===== src/rtl/spi_flash_io_phy.sv =====
// spi_flash_io_phy: SPI/dual/quad flash pad PHY with divided sck, chip-select sequencing and lane (de)serialisation.
module spi_flash_io_phy #(
  parameter int DATA_W       = 8,
  parameter int DIV_W        = 8,
  parameter int QUAD_EN      = 1,
  parameter int CS_SETUP_CYC = 2,
  parameter int CS_HOLD_CYC  = 2,
  parameter int CS_IDLE_MIN  = 4
) (
  input  logic              i_clk_spi_flash,
  input  logic              i_rst_n,
  input  logic [DIV_W-1:0]  i_clk_div,
  input  logic              i_cs_req,
  input  logic              i_tx_valid,
  output logic              o_tx_ready,
  input  logic [DATA_W-1:0] i_tx_data,
  input  logic [1:0]        i_lane_mode,
  input  logic              i_dir,
  input  logic              i_sample_dly,
  output logic              o_rx_valid,
  output logic [DATA_W-1:0] o_rx_data,
  output logic              o_busy,
  output logic              o_csn,
  output logic              o_sck,
  output logic [3:0]        o_io_out,
  output logic [3:0]        o_io_oen,
  input  logic [3:0]        i_io_in
);
  localparam logic [2:0] S_IDLE = 3'd0, S_SETUP = 3'd1, S_ACTIVE = 3'd2, S_SHIFT = 3'd3, S_HOLD = 3'd4;
  localparam int BW = $clog2(DATA_W + 1);
  logic [2:0] state_q, state_d;
  logic [7:0] cnt_q, cnt_d;
  logic [DIV_W-1:0] div_q, div_d, hcnt_q, hcnt_d;
  logic [BW-1:0] bcnt_q, bcnt_d, last_beat;
  logic [DATA_W-1:0] tx_q, tx_d, rx_q, rx_d, rx_data_q, rx_data_d, rx_sh, rx_nx;
  logic [1:0] mode_q, mode_d;
  logic sck_q, sck_d, dir_q, dir_d, dly_q, dly_d, pend_q, pend_d, rx_valid_q, rx_valid_d;
  logic hz, rise, fall, samp;
  // mode_q: 0 single, 1 dual, 2 quad (already resolved against QUAD_EN)
  assign hz        = hcnt_q == '0;
  assign rise      = state_q == S_SHIFT && hz && !sck_q;
  assign fall      = state_q == S_SHIFT && hz && sck_q;
  assign samp      = dir_q && (dly_q ? pend_q : rise);
  assign last_beat = mode_q == 2'd2 ? BW'(DATA_W/4 - 1) : mode_q == 2'd1 ? BW'(DATA_W/2 - 1) : BW'(DATA_W - 1);
  assign rx_sh     = mode_q == 2'd2 ? (rx_q << 4) | DATA_W'(i_io_in) :
                     mode_q == 2'd1 ? (rx_q << 2) | DATA_W'(i_io_in[1:0]) : (rx_q << 1) | DATA_W'(i_io_in[1]);
  assign rx_nx     = samp ? rx_sh : rx_q;
  always_comb begin
    state_d    = state_q;
    cnt_d      = cnt_q;
    div_d      = div_q;
    hcnt_d     = hcnt_q;
    sck_d      = sck_q;
    bcnt_d     = bcnt_q;
    tx_d       = tx_q;
    rx_d       = rx_nx;
    rx_data_d  = rx_data_q;
    mode_d     = mode_q;
    dir_d      = dir_q;
    dly_d      = dly_q;
    pend_d     = rise;
    rx_valid_d = 1'b0;
    case (state_q)
      S_IDLE: begin
        cnt_d = cnt_q < 8'(CS_IDLE_MIN - 1) ? cnt_q + 8'd1 : cnt_q;
        if (i_cs_req && cnt_q >= 8'(CS_IDLE_MIN - 1)) begin
          state_d = S_SETUP;
          cnt_d   = '0;
        end
      end
      S_SETUP: begin
        cnt_d   = cnt_q + 8'd1;
        state_d = cnt_q == 8'(CS_SETUP_CYC - 1) ? S_ACTIVE : S_SETUP;
      end
      S_ACTIVE: begin
        if (i_tx_valid) begin
          state_d = S_SHIFT;
          tx_d    = i_tx_data;
          mode_d  = i_lane_mode == 2'b01 ? 2'd1 : (i_lane_mode == 2'b10 && QUAD_EN != 0) ? 2'd2 : 2'd0;
          dir_d   = i_dir;
          dly_d   = i_sample_dly;
          div_d   = i_clk_div;
          hcnt_d  = i_clk_div;
          bcnt_d  = '0;
          rx_d    = '0;
        end else if (!i_cs_req) begin
          state_d = S_HOLD;
          cnt_d   = '0;
        end
      end
      S_SHIFT: begin
        hcnt_d = hz ? div_q : hcnt_q - 1'b1;
        sck_d  = hz ? !sck_q : sck_q;
        if (fall) begin
          bcnt_d = bcnt_q + 1'b1;
          tx_d   = mode_q == 2'd2 ? tx_q << 4 : mode_q == 2'd1 ? tx_q << 2 : tx_q << 1;
        end
        // the final falling edge closes the word; a delayed sample may land on this same edge
        if (fall && bcnt_q == last_beat) begin
          state_d    = S_ACTIVE;
          rx_valid_d = dir_q;
          rx_data_d  = dir_q ? rx_nx : rx_data_q;
        end
      end
      S_HOLD: begin
        cnt_d = cnt_q + 8'd1;
        if (cnt_q == 8'(CS_HOLD_CYC - 1)) begin
          state_d = S_IDLE;
          cnt_d   = '0;
        end
      end
      default: state_d = S_IDLE;
    endcase
  end
  always_ff @(posedge i_clk_spi_flash or negedge i_rst_n) begin
    if (!i_rst_n) begin
      state_q    <= S_IDLE;
      cnt_q      <= 8'(CS_IDLE_MIN - 1);
      div_q      <= '0;
      hcnt_q     <= '0;
      sck_q      <= 1'b0;
      bcnt_q     <= '0;
      tx_q       <= '0;
      rx_q       <= '0;
      rx_data_q  <= '0;
      mode_q     <= 2'd0;
      dir_q      <= 1'b0;
      dly_q      <= 1'b0;
      pend_q     <= 1'b0;
      rx_valid_q <= 1'b0;
    end else begin
      state_q    <= state_d;
      cnt_q      <= cnt_d;
      div_q      <= div_d;
      hcnt_q     <= hcnt_d;
      sck_q      <= sck_d;
      bcnt_q     <= bcnt_d;
      tx_q       <= tx_d;
      rx_q       <= rx_d;
      rx_data_q  <= rx_data_d;
      mode_q     <= mode_d;
      dir_q      <= dir_d;
      dly_q      <= dly_d;
      pend_q     <= pend_d;
      rx_valid_q <= rx_valid_d;
    end
  end
  assign o_csn      = state_q == S_IDLE;
  assign o_sck      = sck_q;
  assign o_tx_ready = state_q == S_ACTIVE;
  assign o_busy     = state_q != S_IDLE;
  assign o_rx_valid = rx_valid_q;
  assign o_rx_data  = rx_data_q;
  assign o_io_out   = (state_q != S_SHIFT || dir_q) ? 4'b1100 :
                      mode_q == 2'd2 ? tx_q[DATA_W-1 -: 4] :
                      mode_q == 2'd1 ? {2'b11, tx_q[DATA_W-1 -: 2]} : {3'b110, tx_q[DATA_W-1]};
  assign o_io_oen   = state_q != S_SHIFT ? 4'b0011 :
                      mode_q == 2'd2 ? {4{dir_q}} :
                      mode_q == 2'd1 ? {2'b00, {2{dir_q}}} : {3'b001, dir_q};
endmodule


===== config.mk =====
export PLATFORM = sky130hd
export DESIGN_NAME = spi_flash_io_phy
export DESIGN_NICKNAME = d
export VERILOG_FILES = /design/src/rtl/spi_flash_io_phy.sv
export SDC_FILE = /design/constraint.sdc
export NUM_CORES = 1
export LEC_CHECK = 0
export CORE_MARGIN = 8
export CORE_UTILIZATION = 49
export CTS_CLUSTER_SIZE = 40
export DETAILED_ROUTE_END_ITERATION = 16
export HOLD_SLACK_MARGIN = 0.06
export PLACE_DENSITY = 0.7
export SETUP_SLACK_MARGIN = 0.05
export SLEW_MARGIN = 20
export SYNTH_ARGS = -nofsm -noshare
export SYNTH_HDL_FRONTEND = slang
export SYNTH_SLANG_ARGS = --single-unit

===== constraint.sdc =====
create_clock -name i_clk_spi_flash -period 2.5 [get_ports i_clk_spi_flash]
set_input_delay 0.375 -clock i_clk_spi_flash [delete_from_list [all_inputs] [get_ports i_clk_spi_flash]]
set_output_delay 0.375 -clock i_clk_spi_flash [all_outputs]
set_load 0.01 [all_outputs]

Yosys cells after proc, flatten, opt, wreduce, memory -nomap -nowiden
Index checks and enable logic that the tools add are counted.
{"block": "totals", "regBits": 62, "out_inout_bits": 21, "elab_cells": 104}
{"block": "op_classes", "n_addsub": 3, "magnitude_cmp": 2, "eq_ne": 20, "n_mux": 42, "bitwise_logic": 3, "n_reduce_logical": 20}
{"op": "8-bit two-way mux", "n": 16}
{"op": "8-bit one-hot mux with 2 select lines", "n": 2}
{"op": "8-bit one-hot mux with 4 select lines", "n": 1}
{"op": "4-bit two-way mux", "n": 6}
{"op": "3-bit two-way mux", "n": 7}
{"op": "3-bit one-hot mux with 5 select lines", "n": 1}
{"op": "2-bit two-way mux", "n": 5}
{"op": "2-bit inequality test (second input constant)", "n": 5}
{"op": "8-bit by 1-bit adder with 8-bit output (second input constant)", "n": 1}
{"op": "8-bit by 1-bit equality test with 1-bit output (second input constant)", "n": 1}
{"op": "8-bit by 2-bit >= comparator with 1-bit output (second input constant)", "n": 1}
{"op": "8-bit logical NOT", "n": 1}
{"op": "8-bit by 2-bit less-than comparator with 1-bit output (second input constant)", "n": 1}
{"op": "8-bit by 1-bit OR with 8-bit output", "n": 1}
{"op": "8-bit by 2-bit OR with 8-bit output", "n": 1}
{"op": "8-bit by 4-bit OR with 8-bit output", "n": 1}
{"op": "4-bit one-hot mux with 2 select lines", "n": 1}
{"op": "4-bit AND reduction", "n": 2}
{"op": "8-bit by 1-bit subtractor with 8-bit output (second input constant)", "n": 1}
{"op": "3-bit by 2-bit equality test with 1-bit output (second input constant)", "n": 2}
{"op": "1-bit logical AND", "n": 6}
{"op": "2-bit AND reduction", "n": 3}
{"op": "3-bit AND reduction", "n": 2}
{"op": "4-bit by 1-bit adder with 4-bit output (second input constant)", "n": 1}
{"op": "16 further kinds", "n": 21}

Longest topological paths before layout
{"block": "logic_depth", "word_depth": 8, "ltp_mapped": 9, "mapped_depth_nobuf": 7}

Least setup slack after synthesis
No wires, ideal clock.
{"block": "synth_timing", "path_type": "reg-to-output", "from": "reg state_q[2]", "to": "out o_io_oen[3]", "arrival_time_ps": 1703, "slack_ps": 422, "stages_incl_launch_ff": 8, "path_buffers": 4, "cell_sequence": "dfrtp_1 buf_2 nand2b_1 buf_2 nor2_1 clkbuf_1 and3_1 buf_4"}
{"block": "synth_via", "elab_chain_len": 2}
{"element": "from (decl)", "line": "31", "rtl": "logic [2:0] state_q, state_d;"}
{"element": "from (signal assigned)", "line": "132", "rtl": "state_q <= state_d;"}
{"element": "3-bit by 2-bit inequality test with 1-bit output", "line": "157", "rtl": "assign o_io_oen = state_q != S_SHIFT ? 4'b0011 :"}
{"element": "4-bit two-way mux", "line": "157"}
{"element": "to (decl)", "line": "26", "rtl": "output logic [3:0] o_io_oen,"}
Every way passes these cells.

Worst setup path after layout
{"block": "layout_timing", "from": "reg mode_q[0]", "to": "out o_io_oen[2]"}
{"block": "layout_via", "elab_chain_len": 3}
{"element": "from (decl)", "line": "36", "rtl": "logic [1:0] mode_q, mode_d;"}
{"element": "from (signal assigned)", "line": "141", "rtl": "mode_q <= mode_d;"}
{"element": "2-bit equality test", "line": "158", "rtl": "mode_q == 2'd2 ? {4{dir_q}} :"}
{"element": "4-bit two-way mux", "line": "158"}
{"element": "4-bit two-way mux", "line": "157"}
Every way passes these cells.

==> metrics.cfg <==
[critical_path]
worst-r2r-cell-count=7
path_class=flop to output pin
cp_data_required_time_ps=2120
start_kind=flop
worstPathArrival_ps=1950
cp_max_fo=14
cp-end-kind=output pin

[drt]
wirelength_mm=7.812
route.detailed.drc=0
antenna_left=0
vias=2813
via_per_inst=5.399
wire_per_inst_um=14.99
detail_route.first_pass.iterations=4
dr.first_iter.drc_count=103

[clock_network]
clock-sinks=62
path_clk_slew_ps=70
cts_setup_buffers=0
htreeDepth=3
ctsLongestPathBuffers=2
clkLatencyLatePin_ps=340
cts_tree=built
clockRootBuffer=clkbuf_8
cts_made_buffers=9

[final_layout]
area_delta_synth_final_pct=26.89
diodes=0
final_area_mm2=0.004441
nets=452
drive_above_1_share=0.1469
final_core_util=0.6256

[synthesis]
yosysWarnings=0
ys_types=52
yosysSeqAreaShare=0.4440
synth_top_cell_by_area=dfrtp_1
ys.flop_type=dfrtp_1
synth-edff-count=0
syn_avg_cell_area_um2=9.694
synthesis.area_mm2=0.003500
synth_cells=361
synth_top_area_frac=0.4290
ys_ff_latch=62
async_reset_ff_frac=1.000
synth_fp_nets=396
ys_top_cells_by_area=dfrtp_1 43%, mux2i_1 9.7%, o21ai_0 5.7%

[global_route]
grt_pass1_vias=2783
grt_overflow=0
grt.total_usage=0.1657
grt_start_max_net_pins=28
grt_antenna_before_repair=0
grt_pass1_wl_mm=13.21

[floorplanning]
chipHeight_um=100.5
die-width_um=100.5
num_rows=31
start_util=0.4930
io_pins=49
core_mm2=0.007098
die_area_mm2=0.01010

[sta]
worst_slew_pin_slew_ps=646.6
slew_headroom=0.5690
finalSetupViolations=0
rsz0062_at_grt=no
maxSlewViolCount=0
fmax_mhz=430.6
min_period_ps=2322
clock_skew_ps=6.942
finalCritPeriodShare=0.9289
hold_violations=0
setup_tns_ps=0

[placement]
placed_cell_area_mm2=0.004154
place_congestion=0.8339
place_hpwl_mm=5.692
port_buffers=48

[run_status]
status=finished, final reports clean

[power]
finalPower_w=0.004850
power_density_mw_per_mm2=1092
ir_worst_vdd_v=0.0004939
p_leak_nw=1.926

[flow_run]
cap_viol_max_count=0

[min_path]
hold_class=primary input to async pin

-- flip-flops by register name, indices dropped and copies added, names as in the netlist, 2 cells and up --
signal     flops
state_q        3
rx_q           8
div_q          8
mode_q         2
bcnt_q         4
tx_q           8
o_rx_data      8
cnt_q          8
hcnt_q         8
-- cells in the mapped netlist, types with 3 or more instances --
cell type,count
xnor2_1,4
ha_1,7
nor2_1,32
a22o_1,7
nand3b_1,4
nor2b_1,8
o21ai_0,40
or3_1,3
inv_1,17
a22oi_1,6
nand2_1,32
and3_1,8
buf_2,9
mux2_2,11
mux2i_1,34
clkbuf_1,10
xor2_1,5
nor3_1,7
dfrtp_1,60
a21oi_1,12
nand3_1,3
nand2b_1,3
-- cells in the final DEF, fill, tap and decap left out, types with 3 or more instances in the layout --
cell type	count
clkdlybuf4s50_1	45
nand2b_1	3
or3_1	3
nand2_1	32
bufinv_16	4
nor2_1	31
o21ai_0	40
xnor2_1	4
inv_1	17
xor2_1	5
nand3b_1	4
nor2b_1	8
mux2_2	11
nand3_1	3
a22oi_1	6
ha_1	7
dfrtp_1	60
clkbuf_8	10
buf_4	15
a21oi_1	12
mux2i_1	34
and3_1	8
a22o_1	7
nor3_1	7
-- area by class of cell --
class,instances,area [um2]
Clock inverter,6,132.6
Multi-Input combinational cell,262,1804
Timing Repair Buffer,65,624.3
Tap cell,99,123.9
Sequential cell,62,1554
Clock buffer,10,137.6
Fill cell,603,2658
Inverter,17,63.81
-- report_power, final --
part,switching (W),internal (W)
clock,0.000399,0.000788
sequential,0.000293,0.00131
combinational,0.00108,0.000981
-- what timing repair did --
| action | in CTS | in global routing |
|---|---|---|
| setup endpoints to repair | 2 | 4 |
| gates resized for setup | 1 | 4 |
| hold buffers | 0 | 0 |
-- metrics by stage --
| stage | instances | setup slack, ps | hold slack (ps) |
|---|---|---|---|
| after CTS | 521 | 51.15 | 67.37 |
| after global routing | 521 | 52.01 | 97.13 |
| after detailed placement | 505 | 266.1 | 442.4 |
| after floorplan | 361 | 421.7 | 79.41 |
| after global placement | 505 | 282.4 | 442.7 |
| final | 521 | 177.8 | 51.92 |
-- critical path: stages (launching register included) --
cell and delay (ps):
dfrtp_1 390, inv_1 80, ha_1 230, buf_6 170
and3_1 190, clkdlybuf4s50_1 550
-- routing by layer --
layer | track usage | wire length (um)
met3 | 0.04489 | 269
met2 | 0.2667 | 3757
met1 | 0.2076 | 3685
met4 | 0.06047 | 99
met5 | 0 | 0
-- final timing paths --
check	startpoint	end	slack, ps
max in group asynchronous	i_rst_n	cnt_q[0]$_DFFE_PN1P_	1740
min in group i_clk_spi_flash	div_q[0]$_DFFE_PN0P_	div_q[0]$_DFFE_PN0P_	500
worst min register to register	div_q[0]$_DFFE_PN0P_	div_q[0]$_DFFE_PN0P_	500
worst max-delay path	mode_q[0]$_DFFE_PN0P_	o_io_oen[2]	180
worst min-delay path	i_rst_n	hcnt_q[0]$_DFFE_PN0P_	50
worst max register to register	hcnt_q[0]$_DFFE_PN0P_	state_q[1]$_DFFE_PN0P_	250
-- cells by family (layout without fill, tap and decap cells) --
kind of cell / after synthesis / after routing / share of synthesized area
buffers and inverters: 37 / 98 / 0.04398
muxes: 46 / 46 / 0.1369
DFF: 62 / 62 / 0.4440
and+or+nand+nor: 115 / 115 / 0.1698
xor gates and xnor gates: 9 / 9 / 0.02252
AOI/OAI and AO/OA: 85 / 85 / 0.1577
adders and majority gates: 7 / 7 / 0.02503
No activity file was read; power rests on OpenSTA's default activity.
